## src/rtl/seg_pkg.sv

```systemverilog
// Shared definitions for the multiplexed seven-segment display controller.
// Latency: none (constants, types and a pure combinational lookup).
// Backpressure: not applicable.
package seg_pkg;

    // Converter sequencing states.
    typedef enum logic [1:0] {
        ST_IDLE   = 2'd0,
        ST_SHIFT  = 2'd1,
        ST_COMMIT = 2'd2
    } conv_state_t;

    // Largest decimal width the converter ever needs: 2^27-1 has 9 digits.
    localparam int BCD_MAX_DIGITS = 9;

    // Glyphs, bit order g f e d c b a, active-high.
    localparam logic [6:0] FONT_0      = 7'h3F;
    localparam logic [6:0] FONT_1      = 7'h06;
    localparam logic [6:0] FONT_2      = 7'h5B;
    localparam logic [6:0] FONT_3      = 7'h4F;
    localparam logic [6:0] FONT_4      = 7'h66;
    localparam logic [6:0] FONT_5      = 7'h6D;
    localparam logic [6:0] FONT_6      = 7'h7D;
    localparam logic [6:0] FONT_7      = 7'h07;
    localparam logic [6:0] FONT_8      = 7'h7F;
    localparam logic [6:0] FONT_9      = 7'h6F;
    localparam logic [6:0] GLYPH_DASH  = 7'h40;
    localparam logic [6:0] GLYPH_BLANK = 7'h00;

    // Decimal nibble to segment pattern; anything above 9 renders dark.
    function automatic logic [6:0] font_lookup(input logic [3:0] nib);
        logic [6:0] pat;
        case (nib)
            4'd0:    pat = FONT_0;
            4'd1:    pat = FONT_1;
            4'd2:    pat = FONT_2;
            4'd3:    pat = FONT_3;
            4'd4:    pat = FONT_4;
            4'd5:    pat = FONT_5;
            4'd6:    pat = FONT_6;
            4'd7:    pat = FONT_7;
            4'd8:    pat = FONT_8;
            4'd9:    pat = FONT_9;
            default: pat = GLYPH_BLANK;
        endcase
        return pat;
    endfunction

endpackage

```

## src/rtl/bin2bcd_seq.sv

```systemverilog
// Sequential binary-to-BCD converter (shift-and-add-3, one bit per cycle).
// Latency: busy for VALUE_W+1 cycles after start; done pulses in the last busy cycle.
// Backpressure: start is only honoured in IDLE; starts while busy are dropped.
module bin2bcd_seq
    import seg_pkg::*;
#(
    parameter int VALUE_W    = 14,
    parameter int NUM_DIGITS = 4
) (
    input  logic                    i_clk,
    input  logic                    i_rst,
    input  logic [VALUE_W-1:0]      i_value,
    input  logic                    i_start,
    output logic                    o_busy,
    output logic                    o_done,
    output logic [4*NUM_DIGITS-1:0] o_bcd,
    output logic                    o_overflow
);

    // Full-width BCD accumulator so any VALUE_W fits; the display only
    // takes the low NUM_DIGITS nibbles and anything above flags overflow.
    localparam int BCD_W = 4 * BCD_MAX_DIGITS;
    localparam int CNT_W = $clog2(VALUE_W + 1);

    conv_state_t        r_state;
    conv_state_t        w_state_nxt;
    logic [VALUE_W-1:0] r_bin;
    logic [BCD_W-1:0]   r_bcd;
    logic [CNT_W-1:0]   r_cnt;
    logic [BCD_W-1:0]   w_bcd_adj;

    // Add-3 correction on every nibble that would exceed 9 after doubling.
    always_comb begin
        w_bcd_adj = r_bcd;
        for (int d = 0; d < BCD_MAX_DIGITS; d++) begin
            if (r_bcd[4*d +: 4] >= 4'd5) begin
                w_bcd_adj[4*d +: 4] = r_bcd[4*d +: 4] + 4'd3;
            end
        end
    end

    // State register; reset aborts any conversion in flight.
    always_ff @(posedge i_clk) begin
        if (i_rst) begin
            r_state <= ST_IDLE;
        end else begin
            r_state <= w_state_nxt;
        end
    end

    // Next-state: one shift per cycle for VALUE_W cycles, then one commit cycle.
    always_comb begin
        w_state_nxt = r_state;
        case (r_state)
            ST_IDLE: begin
                if (i_start) begin
                    w_state_nxt = ST_SHIFT;
                end
            end
            ST_SHIFT: begin
                if (r_cnt == CNT_W'(VALUE_W - 1)) begin
                    w_state_nxt = ST_COMMIT;
                end
            end
            ST_COMMIT: begin
                w_state_nxt = ST_IDLE;
            end
            default: begin
                w_state_nxt = ST_IDLE;
            end
        endcase
    end

    // Datapath: capture on accept, then shift the binary MSB into the BCD field.
    always_ff @(posedge i_clk) begin
        if (i_rst) begin
            r_bin <= '0;
            r_bcd <= '0;
            r_cnt <= '0;
        end else begin
            case (r_state)
                ST_IDLE: begin
                    if (i_start) begin
                        r_bin <= i_value;
                        r_bcd <= '0;
                        r_cnt <= '0;
                    end
                end
                ST_SHIFT: begin
                    {r_bcd, r_bin} <= {w_bcd_adj, r_bin} << 1;
                    r_cnt          <= r_cnt + CNT_W'(1);
                end
                default: begin
                end
            endcase
        end
    end

    assign o_busy     = (r_state != ST_IDLE);
    assign o_done     = (r_state == ST_COMMIT);
    assign o_bcd      = r_bcd[4*NUM_DIGITS-1:0];
    assign o_overflow = |r_bcd[BCD_W-1:4*NUM_DIGITS];

endmodule

```

## src/rtl/seg_display_ctrl.sv

```systemverilog
// Multiplexed seven-segment controller: converts a binary value to decimal and scans the digits.
// Latency: new value on the digits VALUE_W+1 cycles after accept; an/seg lag the scan index by one cycle.
// Backpressure: busy high during conversion; loads arriving while busy are dropped, not queued.
module seg_display_ctrl
    import seg_pkg::*;
#(
    parameter int NUM_DIGITS  = 4,
    parameter int VALUE_W     = 14,
    parameter int REFRESH_DIV = 100000,
    parameter int ACTIVE_LOW  = 1
) (
    input  logic                  i_clk,
    input  logic                  i_rst,
    input  logic [VALUE_W-1:0]    i_value,
    input  logic                  i_load,
    output logic                  o_busy,
    input  logic                  i_blank_lz,
    input  logic [NUM_DIGITS-1:0] i_dp,
    output logic [7:0]            o_seg,
    output logic [NUM_DIGITS-1:0] o_an,
    output logic                  o_overflow
);

    localparam int CNT_W = $clog2(REFRESH_DIV);
    localparam int IDX_W = (NUM_DIGITS > 1) ? $clog2(NUM_DIGITS) : 1;

    logic [CNT_W-1:0]        r_refresh_cnt;
    logic [IDX_W-1:0]        r_idx;
    logic [4*NUM_DIGITS-1:0] r_digits;
    logic                    r_overflow;
    logic [7:0]              r_seg;
    logic [NUM_DIGITS-1:0]   r_an;

    logic                    w_conv_done;
    logic [4*NUM_DIGITS-1:0] w_conv_bcd;
    logic                    w_conv_ovf;

    logic [IDX_W-1:0]        w_idx_eff;
    logic [4*NUM_DIGITS-1:0] w_digits_eff;
    logic                    w_ovf_eff;
    logic [NUM_DIGITS-1:0]   w_blank;
    logic                    w_seen_nonzero;
    logic [3:0]              w_nib;
    logic                    w_blank_sel;
    logic                    w_dp_sel;
    logic [6:0]              w_glyph;
    logic [7:0]              w_seg_nxt;
    logic [NUM_DIGITS-1:0]   w_an_nxt;

    bin2bcd_seq #(
        .VALUE_W    (VALUE_W),
        .NUM_DIGITS (NUM_DIGITS)
    ) u_bin2bcd (
        .i_clk      (i_clk),
        .i_rst      (i_rst),
        .i_value    (i_value),
        .i_start    (i_load),
        .o_busy     (o_busy),
        .o_done     (w_conv_done),
        .o_bcd      (w_conv_bcd),
        .o_overflow (w_conv_ovf)
    );

    // Refresh divider and scan index; the index wraps at NUM_DIGITS-1, not at a power of two.
    always_ff @(posedge i_clk) begin
        if (i_rst) begin
            r_refresh_cnt <= '0;
            r_idx         <= '0;
        end else if (r_refresh_cnt == CNT_W'(REFRESH_DIV - 1)) begin
            r_refresh_cnt <= '0;
            if (r_idx == IDX_W'(NUM_DIGITS - 1)) begin
                r_idx <= '0;
            end else begin
                r_idx <= r_idx + IDX_W'(1);
            end
        end else begin
            r_refresh_cnt <= r_refresh_cnt + CNT_W'(1);
        end
    end

    // Displayed digits only change on the converter's commit cycle, never mid-conversion.
    always_ff @(posedge i_clk) begin
        if (i_rst) begin
            r_digits   <= '0;
            r_overflow <= 1'b0;
        end else if (w_conv_done) begin
            r_digits   <= w_conv_bcd;
            r_overflow <= w_conv_ovf;
        end
    end

    // While reset is asserted the output stage renders the post-reset state, so the
    // output registers show digit 0 / glyph "0" straight out of reset.
    assign w_idx_eff    = i_rst ? '0 : r_idx;
    assign w_digits_eff = i_rst ? '0 : r_digits;
    assign w_ovf_eff    = i_rst ? 1'b0 : r_overflow;

    // Leading-zero map: a digit is dark if it and every digit above it are zero;
    // digit 0 always shows so a zero value still reads "0".
    always_comb begin
        w_seen_nonzero = 1'b0;
        w_blank        = '0;
        for (int i = NUM_DIGITS - 1; i >= 0; i--) begin
            w_seen_nonzero = w_seen_nonzero | (w_digits_eff[4*i +: 4] != 4'd0);
            w_blank[i]     = i_blank_lz & ~w_seen_nonzero & (i != 0);
        end
    end

    // Pick the scanned digit's nibble, blank flag and decimal point; build one-hot anode.
    always_comb begin
        w_nib       = 4'd0;
        w_blank_sel = 1'b0;
        w_dp_sel    = 1'b0;
        w_an_nxt    = '0;
        for (int i = 0; i < NUM_DIGITS; i++) begin
            if (w_idx_eff == IDX_W'(i)) begin
                w_nib       = w_digits_eff[4*i +: 4];
                w_blank_sel = w_blank[i];
                w_dp_sel    = i_dp[i];
                w_an_nxt[i] = 1'b1;
            end
        end
    end

    // Glyph priority: overflow dash, then leading-zero blank, then the font.
    always_comb begin
        if (w_ovf_eff) begin
            w_glyph = GLYPH_DASH;
        end else if (w_blank_sel) begin
            w_glyph = GLYPH_BLANK;
        end else begin
            w_glyph = font_lookup(w_nib);
        end
        w_seg_nxt = {w_dp_sel, w_glyph};
    end

    // Output register; polarity is applied only here, everything upstream is active-high.
    always_ff @(posedge i_clk) begin
        if (ACTIVE_LOW != 0) begin
            r_seg <= ~w_seg_nxt;
            r_an  <= ~w_an_nxt;
        end else begin
            r_seg <= w_seg_nxt;
            r_an  <= w_an_nxt;
        end
    end

    assign o_seg      = r_seg;
    assign o_an       = r_an;
    assign o_overflow = r_overflow;

endmodule

```

## config.mk

```make
export PLATFORM = sky130hd
export DESIGN_NAME = seg_display_ctrl
export DESIGN_NICKNAME = d
export VERILOG_FILES = /design/src/rtl/seg_pkg.sv /design/src/rtl/bin2bcd_seq.sv /design/src/rtl/seg_display_ctrl.sv
export SDC_FILE = /design/constraint.sdc
export NUM_CORES = 1
export LEC_CHECK = 0
export ABC_AREA = 0
export CAP_MARGIN = 10
export CORE_MARGIN = 4
export CORE_UTILIZATION = 57
export CTS_CLUSTER_SIZE = 24
export DETAILED_ROUTE_END_ITERATION = 12
export DONT_BUFFER_PORTS = 1
export GPL_TIMING_DRIVEN = 0
export PLACE_DENSITY = 0.73
export SLEW_MARGIN = 30
export SYNTH_ARGS = -nofsm -noshare
export SYNTH_HDL_FRONTEND = slang
export SYNTH_SLANG_ARGS = --single-unit
```

## constraint.sdc

```tcl
create_clock -name i_clk -period 2.2 [get_ports i_clk]
set_input_delay 0.66 -clock i_clk [delete_from_list [all_inputs] [get_ports i_clk]]
set_output_delay 0.66 -clock i_clk [all_outputs]
set_load 0.01 [all_outputs]
```

# After elaboration in Yosys (flattened, before gate mapping)
# Memory sizes are Yosys's and may differ from the RTL's.
# Cells that the tools add are included.
[totals]
out_inout_bits = 14
memories = 1
regBits = 104
input_bits = 22
word_cells = 102
mem_bits_ro = 112
[mem_list]
columns = ["memory", "words", "word_bits", "read_ports", "rd_ports_with_merged_regs", "write_ports", "line", "rtl"]
rows = [
  ["(no name shown)", 16, 7, 1, 0, 0, "seg_pkg.sv:33", "case (nib)"],
]
[classes]
n_reduce_logical = 11
eq_ne = 10
n_lt_le_gt_ge = 9
muxes = 39
n_addsub = 12
bitwise_logic = 10
[ops]
columns = ["cell", "count"]
rows = [
  ["36-bit case mux with 2 select lines", 1],
  ["4-bit two-way mux", 13],
  ["4-bit by 3-bit >= comparator with 1-bit output, second input constant", 9],
  ["36-bit two-way mux", 1],
  ["4-bit by 2-bit adder with 4-bit output, second input constant", 8],
  ["14-bit case mux with 2 select lines", 1],
  ["20-bit OR reduction", 1],
  ["17-bit by 1-bit adder with 17-bit output, second input constant", 1],
  ["17-bit equality test, second input constant", 1],
  ["16-bit two-way mux", 1],
  ["14-bit two-way mux", 1],
  ["7-bit two-way mux", 2],
  ["1-bit two-way mux", 12],
  ["4-bit nonzero test", 3],
  ["2-bit equality test, second input constant", 4],
  ["2-bit two-way mux", 4],
  ["8-bit NOT", 1],
  ["4-bit case mux with 2 select lines", 1],
  ["4-bit by 1-bit adder with 4-bit output, second input constant", 1],
  ["2-bit by 1-bit equality test with 1-bit output, second input constant", 2],
  ["4-bit equality test, second input constant", 1],
  ["2-bit logical NOT", 2],
  ["4-bit NOT", 1],
  ["2-bit case mux with 2 select lines", 1],
  ["other kinds (11)", 18],
]

# Longest topological paths before layout
# Gate-level depths: netlist of the first run.
[logic_depth]
depth_word = 12
mapped_depth = 10
depth_no_buf = 8

# Modules after synthesis
# Synthesis of the first run repeated with hierarchy kept, for this count alone.
[unflattened]
cells_unflattened = 593
hier_area_um2 = 5262.5
[by_module_without_submodules]
columns = ["mod", "n_inst", "area_per_inst_um2", "seq_area_each_um2", "cells_per_inst"]
rows = [
  ["bin2bcd_seq", 1, 3116.7, 1121.1, 370],
  ["seg_display_ctrl", 1, 2145.8, 960.9, 223],
]

# Worst setup path after synthesis of the first run
# No wires, ideal clock.
[synth_timing]
path_type = "input to register"
start = "input port i_rst"
end = "register r_seg[0] (netlist: o_seg[0])"
arrival_ps = 1935
slack_ps = 118
path_buffers = 2
required_time_ps = 2053
setup_time_ps = 147
path_stages = 8
path_cell_list = "inv_1 clkbuf_1 clkbuf_1 nand2_1 ha_1 nand2b_1 a21oi_1 o21ai_0"
[synth_via]
elab_chain_len = 12
elab_cells_between_ends = 29
classes_between = "eq/ne (3); mux (12); bitwise (9); reduce/logical (4); memory (1)"
[synth_rtl]
columns = ["element", "line", "rtl"]
rows = [
  ["start: declaration", "seg_display_ctrl.sv:13", "input logic i_rst,"],
  ["parallel branches: the longest is 10 deep, another holds memory read 16 x 7 bit", "--", ""],
  ["7-bit two-way mux (*)", "seg_display_ctrl.sv:127", "if (w_ovf_eff) begin"],
  ["8-bit NOT (*)", "seg_display_ctrl.sv:140", "r_seg <= ~w_seg_nxt;"],
  ["end signal: assignment", "seg_display_ctrl.sv:140", ""],
  ["end signal: assignment", "seg_display_ctrl.sv:143", "r_seg <= w_seg_nxt;"],
  ["end: declaration", "seg_display_ctrl.sv:31", "logic [7:0] r_seg;"],
]
# Every way passes the cells marked *.
# A chain may end at the register's enable or synchronous reset.

# Final worst setup path of the first run
[layout_timing]
start = "register r_idx[0]"
end = "register r_seg[6] (netlist: o_seg[6])"
[layout_via]
elab_chain_len = 10
elab_cells_between_ends = 16
classes_between = "eq/ne (3); mux (10); bitwise (1); reduce/logical (1); memory (1)"
[layout_rtl]
columns = ["element", "line", "rtl"]
rows = [
  ["start: declaration", "seg_display_ctrl.sv:28", "logic [IDX_W-1:0] r_idx;"],
  ["start signal: assignment", "seg_display_ctrl.sv:74", "r_idx <= r_idx + IDX_W'(1);"],
  ["2-bit two-way mux (*)", "seg_display_ctrl.sv:94", "assign w_idx_eff = i_rst ? '0 : r_idx;"],
  ["2-bit logical NOT", "seg_display_ctrl.sv:116", "if (w_idx_eff == IDX_W'(i)) begin"],
  ["4-bit two-way mux (4 in a row)", "seg_display_ctrl.sv:116", ""],
  ["memory read 16 x 7 bit", "--", ""],
  ["7-bit two-way mux (*)", "seg_display_ctrl.sv:129", "end else if (w_blank_sel) begin"],
  ["7-bit two-way mux (*)", "seg_display_ctrl.sv:127", ""],
  ["8-bit NOT (*)", "seg_display_ctrl.sv:140", ""],
]
# Mark *: on every way between the ends. The rest lies on a longest branch, timed or not.

==> run_results.csv, run 1 <==
group,metric,value,unit
sta,rsz0062_at_grt,"no",
global_routing,grt_pass1_vias,3859,
cts,cts_buffer_depth,2,
hold_path,hold_depth,2,
route,ant_nets,0,
yosys,ys_seq_area_share,41.1,%
setup_path,cp_cell_sequence,"buf_6 -> buf_8 -> mux4_2 -> nand2_2 -> inv_1 -> ha_1 -> mux2_2 -> o22ai_1 -> o21ai_0",
route,drc,0,
yosys,synth_nets,640,
yosys,synth_area_leaders,"dfxtp_1 (41%), ha_1 (7.7%), a21oi_1 (4.8%)",
power,p_sw_share,25.8,%
yosys,synth_ff_type,"dfxtp_1",
setup_path,crit_arrival,2.33,ns
setup_path,r2r_setup_slack,0.10,ns
cts,cts_made_buffers,9,
yosys,synth_most_common_cell,"dfxtp_1",
setup_path,rr_endpoint,"o_seg[6]",
floorplanning,num_io_pins,36,
floorplanning,die_area,10500,um2
power,p_leak,0.00203,uW
yosys,syn_area,5060,um2
cts,ctsHoldBuffers,0,
route,via_per_inst,5.89,
yosys,synthArstFlopShare,0,%
yosys,synth_warnings,0,
placement,numPortBuffers,0,
sta,setup_viol_count_final,0,
cts,clock_latency,0.37,ns
final_layout,multi_input_area,2740,um2
route,wl,11.3,mm
global_routing,antenna_found_initial,0,
hold_path,hold_start,"i_value[6]",
final_layout,num-fill-cells,773,
floorplanning,die_height,102,um
power,seqPwrFrac,57.0,%
cts,cts_root_buffer,"clkbuf_8",
setup_path,worst-path-max-fanout,6,
cts,clkTransAtPathRegs,0.11,ns
yosys,yosysTopAreaCell,"dfxtp_1",
placement,dp_cells,695,
route,wl_per_cell,15.8,um
sta,period_needed,2.10,ns
power,pwr-share-clk,35.9,%
run,cap_violations,0,
cts,cts.sinks,104,
route,dr.pass1.iters,4,
placement,place_congestion,0.867,
placement,dpl.hpwl,8.20,mm
yosys,synth-edff-count,0,
sta,drv_slew,0,
setup_path,cp_top_family,"multiplexers",
setup_path,rr_startpoint,"r_idx[0]",
final_layout,drive_gt1_share,8.40,%
setup_path,worst-path-stages,9,
power,p_per_area,628,nW/um2
sta,fin_crit_sh,95.3,%
final_layout,final_cells,715,
final_layout,seq_area,2080,um2
power,p_int,2550,uW
setup_path,end_kind,"flop",
sta,max_freq,0.477,GHz
yosys,synth_top_area_share,41.1,%
global_routing,grt.total_usage,22.6,%
cts,h-tree-depth,3,
setup_path,path_class,"reg -> reg",
sta,hold_viol,0,
global_routing,grt_pass1_wl,18.8,mm
yosys,syn_inst,587,
power,p_sw,884,uW
setup_path,reg2regPathDepth,9,
floorplanning,start_util,58.3,%
global_routing,overflow,0,
final_layout,final_nets,655,
power,vdd_drop_max,0.343,mV
final_layout,syn_to_final_growth,7.81,%
final_layout,antennaDiodeCount,0,
route,num_vias,4214,
sta,finalSetupTns,0,ns
setup_path,critical-path-max-stage-delay,0.50,ns
hold_path,hold_class,"in -> reg",
floorplanning,dieWidth,102,um
setup_path,start_kind,"flop",
cts,cts_tree,"done",
sta,worst_slew_pin_slew,0.756,ns
yosys,ys_ff_latch,104,
global_routing,grt_max_degree,19,
yosys,synth_commonest_cells,"dfxtp_1 (104), nor2_1 (64), nand2_1 (63)",
power,power_frac_comb,7.2,%
sta,slew-limit-headroom,49.5,%
setup_path,crit_slowest_cell,"mux4_2",
floorplanning,rows,34,
route,drt_iter0_markers,199,
run_status,outcome,"complete, no violations",
setup_path,crit_required,2.43,ns
hold_path,hold_end,"u_bin2bcd.r_bin[6]",
yosys,synth_cell_types,49,
setup_path,critPathBufInv,3,
floorplanning,coreArea,8680,um2
yosys,syn_area_per_cell,8.62,um2
sta,clock_skew,0.0107,ns
## routing by layer
layer,share of wire [%],track usage (%),vias to the layer above
met5,0,0,-
met3,4.4,4.37,16
met1,48,31.0,2050
met4,1.5,6.46,0
met2,46,36.4,82
li1,-,-,2066
## sequential cells by signal, summed over array words and instances, names as in the netlist
signal	cells
u_bin2bcd.r_bcd	36
r_refresh_cnt	17
r_digits	16
u_bin2bcd.r_bin	14
o_seg	8
o_an	4
u_bin2bcd.r_cnt	4
r_idx	2
u_bin2bcd.r_state	2
o_overflow	1
## layout make-up
| cell class | count | share of cell area [%] |
|---|---|---|
| plain buffers | 32 | 2.77 |
| clock buffers | 10 | 2.34 |
| clock inverters | 6 | 1.42 |
| inverters | 29 | 1.99 |
| multi-input cells | 421 | 50.1 |
| flip-flops and latches | 104 | 38.2 |
| well taps | 108 | 2.48 |
| repair buffers | 5 | 0.688 |
## kinds of logic after synthesis
kind of cell / after synthesis / synth area share (%)
AOI/OAI and AO/OA: 135 / 17.7
xor gates and xnor gates: 32 / 5.54
adders and majority gates: 31 / 7.66
buffers and inverters: 62 / 4.97
DFF: 104 / 41.1
muxes: 12 / 3.26
and+or+nand+nor: 211 / 19.7
## cells in the final DEF, fill, tap and decap left out, drive strengths merged, types with 6 or more instances in the layout
cell type,instances
nand2b,14
a21oi,49
mux2i,6
o21ai,25
o221a,9
a32oi,8
nand4,6
buf,11
xor2,7
clkbuf,36
dfxtp,104
inv,31
nand3,16
o211ai,8
nand2,63
nor2b,10
nor3,15
ha,31
a21o,10
nor2,64
xnor2,25
a22oi,12
## per-stage QoR
step | hold WS, ns | setup WS [ns] | cell area (um2) | total power [uW] | utilization, %
2_1_floorplan | 0.430 | 0.118 | 5060 | 2160 | -
5_1_grt | 0.383 | 0.00729 | 5460 | 3570 | 62.9
6_report | 0.404 | 0.103 | 5460 | 3430 | 62.9
4_1_cts | 0.391 | 0.00978 | 5420 | 3450 | 62.5
3_3_place_gp | 0.445 | -0.373 | 5200 | 2230 | 59.9
3_5_place_dp | 0.458 | -0.420 | 5200 | 2240 | 59.9
## how the worst max path moves through the flow
stage	start	to	slack, ns
floorplan	i_rst	o_seg[0]	0.12
global placement	i_rst	o_seg[3]	-0.37
detailed placement	i_rst	o_seg[0]	-0.42
CTS	r_idx[0]	o_seg[6]	0.01
global route	r_idx[0]	o_seg[0]	0.007
finish	r_idx[0]	o_seg[6]	0.10
## worst register-to-register path: stages, from the launching register on
cell,delay [ns]
dfxtp_2,0.35
buf_6,0.13
buf_8,0.12
mux4_2,0.50
nand2_2,0.11
inv_1,0.07
ha_1,0.19
mux2_2,0.27
o22ai_1,0.14
o21ai_0,0.09
## repair_timing
item | in CTS | in global routing
setup endpoints to repair | 13 | 11
setup buffers | 2 | 3
resized for setup | 3 | 8
pin swaps | 1 | 0
## power groups by stage
stage	Sequential (uW)	Clock, uW	Combinational [uW]
3_3_place_gp	1990	0	235
6_report	1950	1230	246
4_1_cts	1950	1250	243
2_1_floorplan	1990	0	173
3_5_place_dp	2000	0	242
5_1_grt	1960	1340	272
Power figures use the tool's default switching activity.
==> run 2: changes to the inputs <==
Settings changed: SLEW_MARGIN 30 to 10.
==> results of run 2 <==
No change in the layout: final DEF, timing and power equal those of run 1.
